==> src/rtl/sc_pwm_pkg.sv <==
// Shared types and helpers for the PWM ramp driver: state encoding, the
// dead-time counter width and the saturating step used by the slew path.
package sc_pwm_pkg;

   localparam int DEAD_CNT_W = 4;
   // Step arithmetic is one bit wider than the widest supported duty (N <= 16).
   localparam int SAT_W = 17;

   typedef enum logic [1:0] {
      ST_RUN  = 2'd0,
      ST_DOWN = 2'd1,
      ST_DEAD = 2'd2
   } pwm_state_e;

   function automatic logic [SAT_W-1:0] sat_step(input logic [SAT_W-1:0] cur,
                                                  input logic [SAT_W-1:0] tgt,
                                                  input logic [SAT_W-1:0] step);
      logic [SAT_W-1:0] res;
      if (cur < tgt) begin
         res = cur + step;
         if (res > tgt) res = tgt;
      end else if (cur > tgt) begin
         res = ((cur - tgt) > step) ? (cur - step) : tgt;
      end else begin
         res = cur;
      end
      return res;
   endfunction

endpackage

==> src/rtl/sc_pwm_slew_step.sv <==
// Combinational saturating step of an N-bit value toward a goal by at most STEP.
module sc_pwm_slew_step
   import sc_pwm_pkg::*;
#(
   parameter int N    = 8,
   parameter int STEP = 16
) (
   input  logic [N-1:0] cur,
   input  logic [N-1:0] tgt,
   output logic [N-1:0] nxt
);

   logic [SAT_W-1:0] full;

   // The result never exceeds max(cur, tgt); the upper-bit fold only pins an
   // impossible overflow to all-ones rather than letting it wrap.
   always_comb begin
      full = sat_step(SAT_W'(cur), SAT_W'(tgt), SAT_W'(STEP));
      nxt  = full[N-1:0] | {N{|full[SAT_W-1:N]}};
   end

endmodule

==> src/rtl/sc_pwm_ramp_driver.sv <==
// Motor-channel duty controller: slews duty toward a clamped target once per
// PWM period, reverses direction through ramp-down and dead time, drives PWM/DIR.
//
// state | meaning
// RUN   | duty tracks target; a direction mismatch starts the reversal
// DOWN  | reversal pending, duty ramping to 0
// DEAD  | duty 0, PWM forced low, counting dead periods before DIR swap
module sc_pwm_ramp_driver
   import sc_pwm_pkg::*;
#(
   parameter int N            = 8,
   parameter int STEP         = 16,
   parameter int MAX_DUTY     = (1 << N) - 16,
   parameter int DEAD_PERIODS = 2
) (
   input  logic         SC_COUNTER_PWM_CLOCK,
   input  logic         SC_COUNTER_PWM_RESET_InHigh,
   input  logic [N-1:0] SC_PWM_RAMP_TARGET_InBus,
   input  logic         SC_PWM_RAMP_TARGETDIR_In,
   input  logic         SC_PWM_RAMP_LOAD_InLow,
   input  logic         SC_PWM_RAMP_STOP_InLow,
   input  logic [N-1:0] SC_PWM_RAMP_REGCOUNT_InBus,
   input  logic         SC_PWM_RAMP_ENDCOUNT_InLow,
   output logic [N-1:0] SC_PWM_RAMP_FLAGCOMP_OutBus,
   output logic         SC_PWM_RAMP_PWM_Out,
   output logic         SC_PWM_RAMP_DIR_Out,
   output logic         SC_PWM_RAMP_ATTARGET_OutLow
);

   localparam logic [N-1:0]          MAX_DUTY_N = N'(MAX_DUTY);
   localparam logic [DEAD_CNT_W-1:0] DEAD_LAST  = DEAD_CNT_W'(DEAD_PERIODS - 1);

   logic [N-1:0]          duty_q, duty_d;
   logic [N-1:0]          target_q, target_d;
   logic                  tdir_q, tdir_d;
   logic                  dir_q, dir_d;
   pwm_state_e            state_q, state_d;
   logic [DEAD_CNT_W-1:0] dead_cnt_q, dead_cnt_d;

   logic [N-1:0] run_step;
   logic [N-1:0] down_step;

   sc_pwm_slew_step #(.N(N), .STEP(STEP)) u_run_step (
      .cur (duty_q),
      .tgt (target_q),
      .nxt (run_step)
   );

   sc_pwm_slew_step #(.N(N), .STEP(STEP)) u_down_step (
      .cur (duty_q),
      .tgt ('0),
      .nxt (down_step)
   );

   always_comb begin
      duty_d     = duty_q;
      target_d   = target_q;
      tdir_d     = tdir_q;
      dir_d      = dir_q;
      state_d    = state_q;
      dead_cnt_d = dead_cnt_q;
      if (!SC_PWM_RAMP_STOP_InLow) begin
         duty_d     = '0;
         target_d   = '0;
         state_d    = ST_RUN;
         dead_cnt_d = '0;
      end else begin
         if (!SC_PWM_RAMP_LOAD_InLow) begin
            target_d = (SC_PWM_RAMP_TARGET_InBus > MAX_DUTY_N) ? MAX_DUTY_N
                                                               : SC_PWM_RAMP_TARGET_InBus;
            tdir_d   = SC_PWM_RAMP_TARGETDIR_In;
         end
         // Step decisions use the pre-load target; a same-edge load lands next period.
         if (!SC_PWM_RAMP_ENDCOUNT_InLow) begin
            case (state_q)
               ST_RUN: begin
                  if (tdir_q == dir_q) begin
                     duty_d = run_step;
                  end else if (duty_q == '0) begin
                     state_d    = ST_DEAD;
                     dead_cnt_d = '0;
                  end else begin
                     duty_d     = down_step;
                     state_d    = (down_step == '0) ? ST_DEAD : ST_DOWN;
                     dead_cnt_d = '0;
                  end
               end
               ST_DOWN: begin
                  if (tdir_q == dir_q) begin
                     state_d = ST_RUN;
                  end else begin
                     duty_d = down_step;
                     if (down_step == '0) begin
                        state_d    = ST_DEAD;
                        dead_cnt_d = '0;
                     end
                  end
               end
               ST_DEAD: begin
                  duty_d = '0;
                  if (dead_cnt_q == DEAD_LAST) begin
                     dir_d      = tdir_q;
                     state_d    = ST_RUN;
                     dead_cnt_d = '0;
                  end else begin
                     dead_cnt_d = dead_cnt_q + 1'b1;
                  end
               end
               default: begin
                  duty_d  = '0;
                  state_d = ST_RUN;
               end
            endcase
         end
      end
   end

   always_ff @(posedge SC_COUNTER_PWM_CLOCK or posedge SC_COUNTER_PWM_RESET_InHigh) begin
      if (SC_COUNTER_PWM_RESET_InHigh) begin
         duty_q     <= '0;
         target_q   <= '0;
         tdir_q     <= 1'b0;
         dir_q      <= 1'b0;
         state_q    <= ST_RUN;
         dead_cnt_q <= '0;
      end else begin
         duty_q     <= duty_d;
         target_q   <= target_d;
         tdir_q     <= tdir_d;
         dir_q      <= dir_d;
         state_q    <= state_d;
         dead_cnt_q <= dead_cnt_d;
      end
   end

   // STOP gates PWM combinationally so the pin drops before the next edge.
   assign SC_PWM_RAMP_PWM_Out = (SC_PWM_RAMP_REGCOUNT_InBus < duty_q) &&
                                (state_q != ST_DEAD) && SC_PWM_RAMP_STOP_InLow;
   assign SC_PWM_RAMP_FLAGCOMP_OutBus = duty_q;
   assign SC_PWM_RAMP_DIR_Out         = dir_q;
   assign SC_PWM_RAMP_ATTARGET_OutLow = !((state_q == ST_RUN) && (dir_q == tdir_q) &&
                                          (duty_q == target_q));

endmodule

==> config.mk <==
export PLATFORM = sky130hd
export DESIGN_NAME = sc_pwm_ramp_driver
export DESIGN_NICKNAME = d
export VERILOG_FILES = /design/src/rtl/sc_pwm_pkg.sv /design/src/rtl/sc_pwm_slew_step.sv /design/src/rtl/sc_pwm_ramp_driver.sv
export SDC_FILE = /design/constraint.sdc
export NUM_CORES = 1
export LEC_CHECK = 0
export ABC_AREA = 1
export CAP_MARGIN = 20
export CORE_MARGIN = 3
export CORE_UTILIZATION = 45
export CTS_CLUSTER_SIZE = 10
export DETAILED_ROUTE_END_ITERATION = 6
export PLACE_DENSITY = 0.76
export SLEW_MARGIN = 20
export SYNTH_ARGS = -nofsm -noshare
export SYNTH_HDL_FRONTEND = slang
export SYNTH_SLANG_ARGS = --single-unit
export TNS_END_PERCENT = 5
==> constraint.sdc <==
create_clock -name SC_COUNTER_PWM_CLOCK -period 3.9 [get_ports SC_COUNTER_PWM_CLOCK]
set_input_delay 0.975 -clock SC_COUNTER_PWM_CLOCK [delete_from_list [all_inputs] [get_ports SC_COUNTER_PWM_CLOCK]]
set_output_delay 0.975 -clock SC_COUNTER_PWM_CLOCK [all_outputs]
set_load 0.02 [all_outputs]
==> reports/results.txt <==
In the layout the commonest cells are sky130_fd_sc_hd__nand2_1, sky130_fd_sc_hd__inv_1, sky130_fd_sc_hd__clkdlybuf4s50_1, sky130_fd_sc_hd__nor2_1. Entering global routing, the biggest net connects 25 pins. Leaving out filler cells and counting taps, the final layout contains 557.

The pre-antenna-repair detailed-routing pass consisted of 4 iterations. The run gives 0 as the final number of max-transition violations. Counting every net in the synthesized netlist gives 497. Cell with the largest stage delay on the worst path: sky130_fd_sc_hd__clkdlybuf4s50_1. The tools report the distinct cell type count of the synthesized netlist as 37. The worst hold path depth came out at 2.

The logs give 2.47 ns for the worst endpoint data arrival time and 0 for the number of diodes. Port buffering added 32 buffers. The endpoint identified for the worst register-to-register timing path is SC_PWM_RAMP_FLAGCOMP_OutBus[7]. The mean instance size in the synthesized netlist was 6.278 um2; the area occupied by multi-input gates was 1884 um2. Summed over all nets, the half-perimeter wirelength after detailed placement is 5792 um. The run gives 0 as the number of antenna violations at the first check in global routing. The logs give 0.28 ns for the clock network latency to the later pin of the worst-skew pair and 24 for the total clock sinks. The core region is 5991 um2. The library cell used most frequently in the layout, excluding fill and tap cells, is sky130_fd_sc_hd__nand2_1. After detailed routing, the average wire length per cell comes to 13.19 um. The number of register bits inferred by synthesis came out at 24. For this run, the slowest stage of the critical path takes 0.41 ns.

The detail-routed via count per cell came out at 5.271. The final-report setup violation count is 0. The clock buffer count from CTS came out at 3. OpenSTA, run right after detailed placement, puts the worst setup slack at 0.03367 ns.

Counting every instance in the synthesized netlist gives 447. The die covers 7220 um2. The number of hold buffers added after cts was 0. STA classifies the critical path endpoint as a primary output. The standard-cell row count was 28; the final hold violation count was 0. The logs give 0.4993 ns for the worst hold slack after final layout and 2936 for the total number of vias.

The post-synthesis sequential area ratio is 0.2140. The worst max-slew margin expressed relative to the limit came out at 0.3643. The synthesis-to-layout area growth is 16.85%. From left edge to right edge, the die measures 84.97 um. The most used flip-flop cell after synthesis is sky130_fd_sc_hd__dfrtp_1. The number of global-route vias before repair was 2979; the worst setup skew after layout was 0.005128 ns.

The run gives 1 as the H-tree level count. Ranked by total cell area, the synthesized netlist is headed by sky130_fd_sc_hd__dfrtp_1, sky130_fd_sc_hd__nand2_1, sky130_fd_sc_hd__ha_1. For this run, the post-layout net count is 533. Pin placement for this block handled 33 I/O pins. At the pin with the least slew margin, the transition time is 0.9476 ns.

The number of nets still failing antenna checks after routing is 0, and the share of synthesized registers carrying an async set or reset is 1.000. Clock tree synthesis selected as its root buffer the cell sky130_fd_sc_hd__clkbuf_8. The worst hold path terminates at dead_cnt_q[3].

In this run the deepest clock path goes through 2 buffers. For the initial DRC count, the log shows 245. The sequential cells in the finished layout cover a total of 600.6 um2. The synthesized netlist occupies a cell area of 2806 um2. Dividing total power by cell area gives a power density of 755.4 nW/um2. The tools report the all-layer global routing usage as 0.2182. Summed over all cells, the static leakage comes to 1.840 nW. Portion of synthesized cell area occupied by the leading cell type: 0.2140. The minimum setup slack in the final design was 0.4548 ns.

In this run, synthesis inferred 0 flip-flops with an integrated enable. During synthesis, Yosys emitted a total of 0 warnings. Number of cells on the worst reg-to-reg path: 20. In this run the critical register-to-register path is launched from SC_PWM_RAMP_FLAGCOMP_OutBus[0]. Counting tap cells, the placed design contains a total of 553 instances.

Summed over all layers, the routed wires come to 7348 um. The starting density of the core came out at 0.4685. Worst-path maximum fanout: 3. TritonCTS built the clock tree. The final period demand of the worst path was 3.445 ns. Counting both buffers and inverters, the worst setup path holds a total of 2. The final instance area is 3279 um2, and the total congestion overflow is 0. The run gives 3222 um2 as the area after detailed placement.

The tools report the startpoint class of the critical path as a primary input. The fraction of final layout cells with drive strength greater than 1 came out at 0.09751. The highest clock rate was 0.2903 GHz.

The slack of the worst reg-to-reg path came out at 1.12 ns. Clock-pin slew was measured on the worst setup and hold paths at 0.09 ns. The path class of the tightest hold or removal check is reg -> reg. The final clock period utilization by the worst path was 0.8834. The critical path in this run is classified as in -> out.

The congestion estimate from routability-driven global placement came to 0.9480. Max-cap violations in this run came to 0. Grouping stages by cell kind, the critical path spends the most delay in buffers and inverters.

In this run the vertical extent of the chip is 84.97 um. For the worst setup path, the data required time is 2.92 ns. Walking the worst path, the cells encountered are clkdlybuf4s50_1 > ha_1 > a21oi_1 > o21ai_0 > nor4_1 > dlymetal6s2s_1. In the final timing run, aggregate negative setup slack is 0 ns. The flow ran to the end, and the final reports show no timing, DRC or antenna violations. The final routed DRC violation total came out at 0. Setup repair after global routing left no endpoint under its margin. The first global-routing pass estimated 13030 um of wire.

The logs give 371.6 uV for the peak ir drop on the vdd network and 613 for the total of fill cells in the finished design. The worst hold path begins at dead_cnt_q[3]. The largest total area in the synthesized netlist belongs to sky130_fd_sc_hd__dfrtp_1.
-- worst min-delay path: stages (launching register included) --
cell and delay [ns]:
sky130_fd_sc_hd__dfrtp_1 0.36, sky130_fd_sc_hd__nand2_1 0.05, sky130_fd_sc_hd__o21ai_1 0.06
-- flip-flops by register name, summed over array words and instances, names as in the netlist --
register                     cells
SC_PWM_RAMP_DIR_Out              1
tdir_q                           1
dead_cnt_q                       4
target_q                         8
state_q                          2
SC_PWM_RAMP_FLAGCOMP_OutBus      8
-- cells in the mapped netlist (8+ instances only) --
library cell	instances
sky130_fd_sc_hd__inv_1	70
sky130_fd_sc_hd__ha_1	27
sky130_fd_sc_hd__a21oi_1	16
sky130_fd_sc_hd__nand2_2	11
sky130_fd_sc_hd__nand4_1	9
sky130_fd_sc_hd__nor2_1	28
sky130_fd_sc_hd__o21ai_0	11
sky130_fd_sc_hd__dfrtp_1	24
sky130_fd_sc_hd__nand2_1	150
sky130_fd_sc_hd__inv_2	12
sky130_fd_sc_hd__nand3_1	27
sky130_fd_sc_hd__o21ai_1	8
-- cell families (layout without fill, tap and decap cells) --
group / count (synthesis) / in the layout / share of synthesized area
compound gates: 56 / 56 / 0.1217
xor+xnor: 5 / 5 / 0.01560
buf+inv: 85 / 120 / 0.1146
fa+ha+maj: 28 / 28 / 0.1275
flops: 24 / 24 / 0.2140
simple gates: 249 / 249 / 0.4066
-- what timing repair did --
item,4_1_cts,5_1_grt
resized for setup,0,1
endpoints found under the setup margin,0,1
buffers inserted,0,0
-- worst max path at each step --
stage / startpoint / to / slack (ns) / cells after the start
final: SC_PWM_RAMP_REGCOUNT_InBus[7] / SC_PWM_RAMP_PWM_Out / 0.45 / 6
after global routing: SC_PWM_RAMP_REGCOUNT_InBus[7] / SC_PWM_RAMP_PWM_Out / 0.29 / 6
after CTS: SC_PWM_RAMP_REGCOUNT_InBus[7] / SC_PWM_RAMP_PWM_Out / 0.03 / 6
after detailed placement: SC_PWM_RAMP_REGCOUNT_InBus[7] / SC_PWM_RAMP_PWM_Out / 0.03 / 6
after global placement: SC_PWM_RAMP_REGCOUNT_InBus[7] / SC_PWM_RAMP_PWM_Out / 0.04 / 6
after floorplan: SC_PWM_RAMP_REGCOUNT_InBus[1] / SC_PWM_RAMP_PWM_Out / 0.73 / 5
-- per-stage QoR --
| stage | power, W | util |
|---|---|---|
| 6_report | 0.002477 | 0.5474 |
| 5_1_grt | 0.002765 | 0.5474 |
| 4_1_cts | 0.002458 | 0.5470 |
| 3_3_place_gp | 0.002235 | 0.5378 |
| 3_5_place_dp | 0.002267 | 0.5378 |
| 2_1_floorplan | 0.001836 | - |
-- where the power goes --
group	leakage (nW)	internal [W]	switching (W)	total, W
registers	0.322	0.000297	0.0000808	0.000378
clock network	0.0288	0.0000905	0.0000939	0.000184
logic	1.49	0.000657	0.00126	0.00191
-- layer usage --
layer	wire length, um	up-vias	track usage
met5	0	-	0
met4	142	0	0.06331
met3	452	15	0.02621
met2	3292	98	0.3672
met1	3461	1325	0.2935
li1	-	1498	-
-- area by class of cell --
| cell class | count | area share |
|---|---|---|
| Multi-Input combinational cell | 338 | 0.5746 |
| Sequential cell | 24 | 0.1831 |
| Timing Repair Buffer | 34 | 0.1030 |
| Inverter | 82 | 0.09386 |
| Tap cell | 75 | 0.02861 |
| Clock buffer | 4 | 0.01679 |
No activity file was read; power rests on OpenSTA's default activity.
==> patch (same flow settings) <==
Register the inputs `SC_PWM_RAMP_TARGET_InBus`, `SC_PWM_RAMP_TARGETDIR_In`, `SC_PWM_RAMP_LOAD_InLow`, `SC_PWM_RAMP_STOP_InLow`, `SC_PWM_RAMP_REGCOUNT_InBus` and `SC_PWM_RAMP_ENDCOUNT_InLow` before use, without a reset. The logic sees them one clock later.
--- a/src/rtl/sc_pwm_ramp_driver.sv
+++ b/src/rtl/sc_pwm_ramp_driver.sv
@@ -30,6 +30,22 @@
    localparam logic [N-1:0]          MAX_DUTY_N = N'(MAX_DUTY);
    localparam logic [DEAD_CNT_W-1:0] DEAD_LAST  = DEAD_CNT_W'(DEAD_PERIODS - 1);
 
+   logic [N-1:0] SC_PWM_RAMP_TARGET_InBus_q;
+   logic SC_PWM_RAMP_TARGETDIR_In_q;
+   logic SC_PWM_RAMP_LOAD_InLow_q;
+   logic SC_PWM_RAMP_STOP_InLow_q;
+   logic [N-1:0] SC_PWM_RAMP_REGCOUNT_InBus_q;
+   logic SC_PWM_RAMP_ENDCOUNT_InLow_q;
+
+   always_ff @(posedge SC_COUNTER_PWM_CLOCK) begin
+      SC_PWM_RAMP_TARGET_InBus_q   <= SC_PWM_RAMP_TARGET_InBus;
+      SC_PWM_RAMP_TARGETDIR_In_q   <= SC_PWM_RAMP_TARGETDIR_In;
+      SC_PWM_RAMP_LOAD_InLow_q     <= SC_PWM_RAMP_LOAD_InLow;
+      SC_PWM_RAMP_STOP_InLow_q     <= SC_PWM_RAMP_STOP_InLow;
+      SC_PWM_RAMP_REGCOUNT_InBus_q <= SC_PWM_RAMP_REGCOUNT_InBus;
+      SC_PWM_RAMP_ENDCOUNT_InLow_q <= SC_PWM_RAMP_ENDCOUNT_InLow;
+   end
+
    logic [N-1:0]          duty_q, duty_d;
    logic [N-1:0]          target_q, target_d;
    logic                  tdir_q, tdir_d;
@@ -59,19 +75,19 @@
       dir_d      = dir_q;
       state_d    = state_q;
       dead_cnt_d = dead_cnt_q;
-      if (!SC_PWM_RAMP_STOP_InLow) begin
+      if (!SC_PWM_RAMP_STOP_InLow_q) begin
          duty_d     = '0;
          target_d   = '0;
          state_d    = ST_RUN;
          dead_cnt_d = '0;
       end else begin
-         if (!SC_PWM_RAMP_LOAD_InLow) begin
-            target_d = (SC_PWM_RAMP_TARGET_InBus > MAX_DUTY_N) ? MAX_DUTY_N
-                                                               : SC_PWM_RAMP_TARGET_InBus;
-            tdir_d   = SC_PWM_RAMP_TARGETDIR_In;
+         if (!SC_PWM_RAMP_LOAD_InLow_q) begin
+            target_d = (SC_PWM_RAMP_TARGET_InBus_q > MAX_DUTY_N) ? MAX_DUTY_N
+                                                               : SC_PWM_RAMP_TARGET_InBus_q;
+            tdir_d   = SC_PWM_RAMP_TARGETDIR_In_q;
          end
          // Step decisions use the pre-load target; a same-edge load lands next period.
-         if (!SC_PWM_RAMP_ENDCOUNT_InLow) begin
+         if (!SC_PWM_RAMP_ENDCOUNT_InLow_q) begin
             case (state_q)
                ST_RUN: begin
                   if (tdir_q == dir_q) begin
@@ -134,8 +150,8 @@
    end
 
    // STOP gates PWM combinationally so the pin drops before the next edge.
-   assign SC_PWM_RAMP_PWM_Out = (SC_PWM_RAMP_REGCOUNT_InBus < duty_q) &&
-                                (state_q != ST_DEAD) && SC_PWM_RAMP_STOP_InLow;
+   assign SC_PWM_RAMP_PWM_Out = (SC_PWM_RAMP_REGCOUNT_InBus_q < duty_q) &&
+                                (state_q != ST_DEAD) && SC_PWM_RAMP_STOP_InLow_q;
    assign SC_PWM_RAMP_FLAGCOMP_OutBus = duty_q;
    assign SC_PWM_RAMP_DIR_Out         = dir_q;
    assign SC_PWM_RAMP_ATTARGET_OutLow = !((state_q == ST_RUN) && (dir_q == tdir_q) &&
Function: changed (a bounded check fails within 4 cycles, from zero or initial values and one cycle with SC_COUNTER_PWM_RESET_InHigh high).
==> patch against the original RTL <==
- die area rose by 8.3%
- first-iteration DRC count down 37%
- worst setup slack lost 0.13 ns
- sequential cell count rose by 20
- routed wire length down 2.6%
- area after synthesis rose by 8.9%
- power up 28%
- cell area up 9.8%
- critical endpoint is now SC_PWM_RAMP_ATTARGET_OutLow
==> patch: results (changes against the original RTL) <==
[logic_synthesis]
synth_cell_type_count = 44  ; was 37
synth_compound_area_frac = 0.1122  ; was 0.1217
synthTopCellsByCount = nand2_1 (128), inv_1 (65), nand3_1 (34)  ; was nand2_1 (150), inv_1 (70), nor2_1 (28)
syn_inst = 431  ; was 447
async_reset_ff_frac = 0.5455  ; was 1.000
synth-adder-area-share = 0.1171  ; was 0.1275
synth.area.top_cells = dfrtp_1 (20%), nand2_1 (16%), dfxtp_1 (13%)  ; was dfrtp_1 (21%), nand2_1 (20%), ha_1 (12%)
syn_nets = 481  ; was 497
synth_xor_area_frac = 0.01433  ; was 0.01560

[layout]
drive_gt1_frac = 0.09787  ; was 0.09751
fin_cells = 547  ; was 557
fin_nets = 519  ; was 533

[min_path]
min_to = target_q[1]  ; was dead_cnt_q[3]

[setup_path]
critPathArrivalTime_ns = 2.60  ; was 2.47 ns
slowest_stage = dfrtp_1  ; was clkdlybuf4s50_1
timing.reg2reg.setup_slack_ns = 1.07  ; was 1.12 ns
endpoint = SC_PWM_RAMP_ATTARGET_OutLow  ; was SC_PWM_RAMP_PWM_Out
startpoint = SC_PWM_RAMP_FLAGCOMP_OutBus[4]  ; was SC_PWM_RAMP_REGCOUNT_InBus[7]
worstReg2RegEnd = SC_PWM_RAMP_FLAGCOMP_OutBus[2]  ; was SC_PWM_RAMP_FLAGCOMP_OutBus[7]
r2r_cells = 18  ; was 20

[place]
preCtsSetupSlack_ns = 0.4578  ; was 0.03367 ns
dp.cells = 538  ; was 553
gp_congestion = 0.9462  ; was 0.9480
placed_cell_area_sq_um = 3461  ; was 3222 sq um

[sta]
fin_hold_ws_ns = 0.4643  ; was 0.4993 ns
fin_crit_ns = 3.575  ; was 3.445 ns
fin_skew_ns = 0.005624  ; was 0.005128 ns
worst_pin_slew_ns = 0.6823  ; was 0.9476 ns

[power]
powerSeq_mw = 0.606  ; was 0.378 mW
powerDensity_nw_per_um2 = 877.4  ; was 755.4 nW/um^2
intPower_mw = 1.501  ; was 1.045 mW
powerClk_mw = 0.356  ; was 0.184 mW

[clock_tree]
cts_buffers = 5  ; was 3
cts.htree.levels = 2  ; was 1

[route]
vias_per_cell = 5.249  ; was 5.271
routed-wl-met2_mm = 3.354  ; was 3.292 mm
wl_met3_um = 471  ; was 452 um
drt_pass1_iterations = 5  ; was 4

[grt]
grt_pass1_vias = 2662  ; was 2,979
grt_usage = 0.2004  ; was 0.2182
grt_first_pass_wirelength_mm = 12.35  ; was 13.03 mm
met1_usage = 0.2689  ; was 0.2935

[run_status]
status = completed  ; unchanged

==> patch: changes by cell type in the layout (fill, tap and decap cells not counted), sizes merged, moves of 3 or more <==
cell	delta
nor2	-6
nand4	-3
clkbuf	+4
nand2	-28
nor3	+3
nand3	+7
inv	-7
dfxtp	+20
a21oi	-3
==> patch: final cells by class <==
cell class | instances | area [sq um]
fill | 642 | 2856
multi-input combinational | 309 | 1753
sequential | 44 | 1001
timing repair buffer | 34 | 345.3
inverter | 75 | 284.0
clock buffer | 8 | 122.6
tap | 77 | 96.34
==> patch: worst reg2reg max path, stage by stage (launching register included) <==
cell and delay [ns]:
dfrtp_1 0.41, inv_1 0.13, ha_1 0.25, inv_1 0.17, fa_1 0.44, inv_1 0.07, nand2_1 0.06, nor2_1 0.11
nand3_1 0.11, a21oi_2 0.18, nand4_1 0.13, nand2_2 0.18, inv_2 0.07, nand2_1 0.06, nand3_1 0.07, nand2_1 0.07
nand2_1 0.05, nand2_1 0.05, o21ai_0 0.09
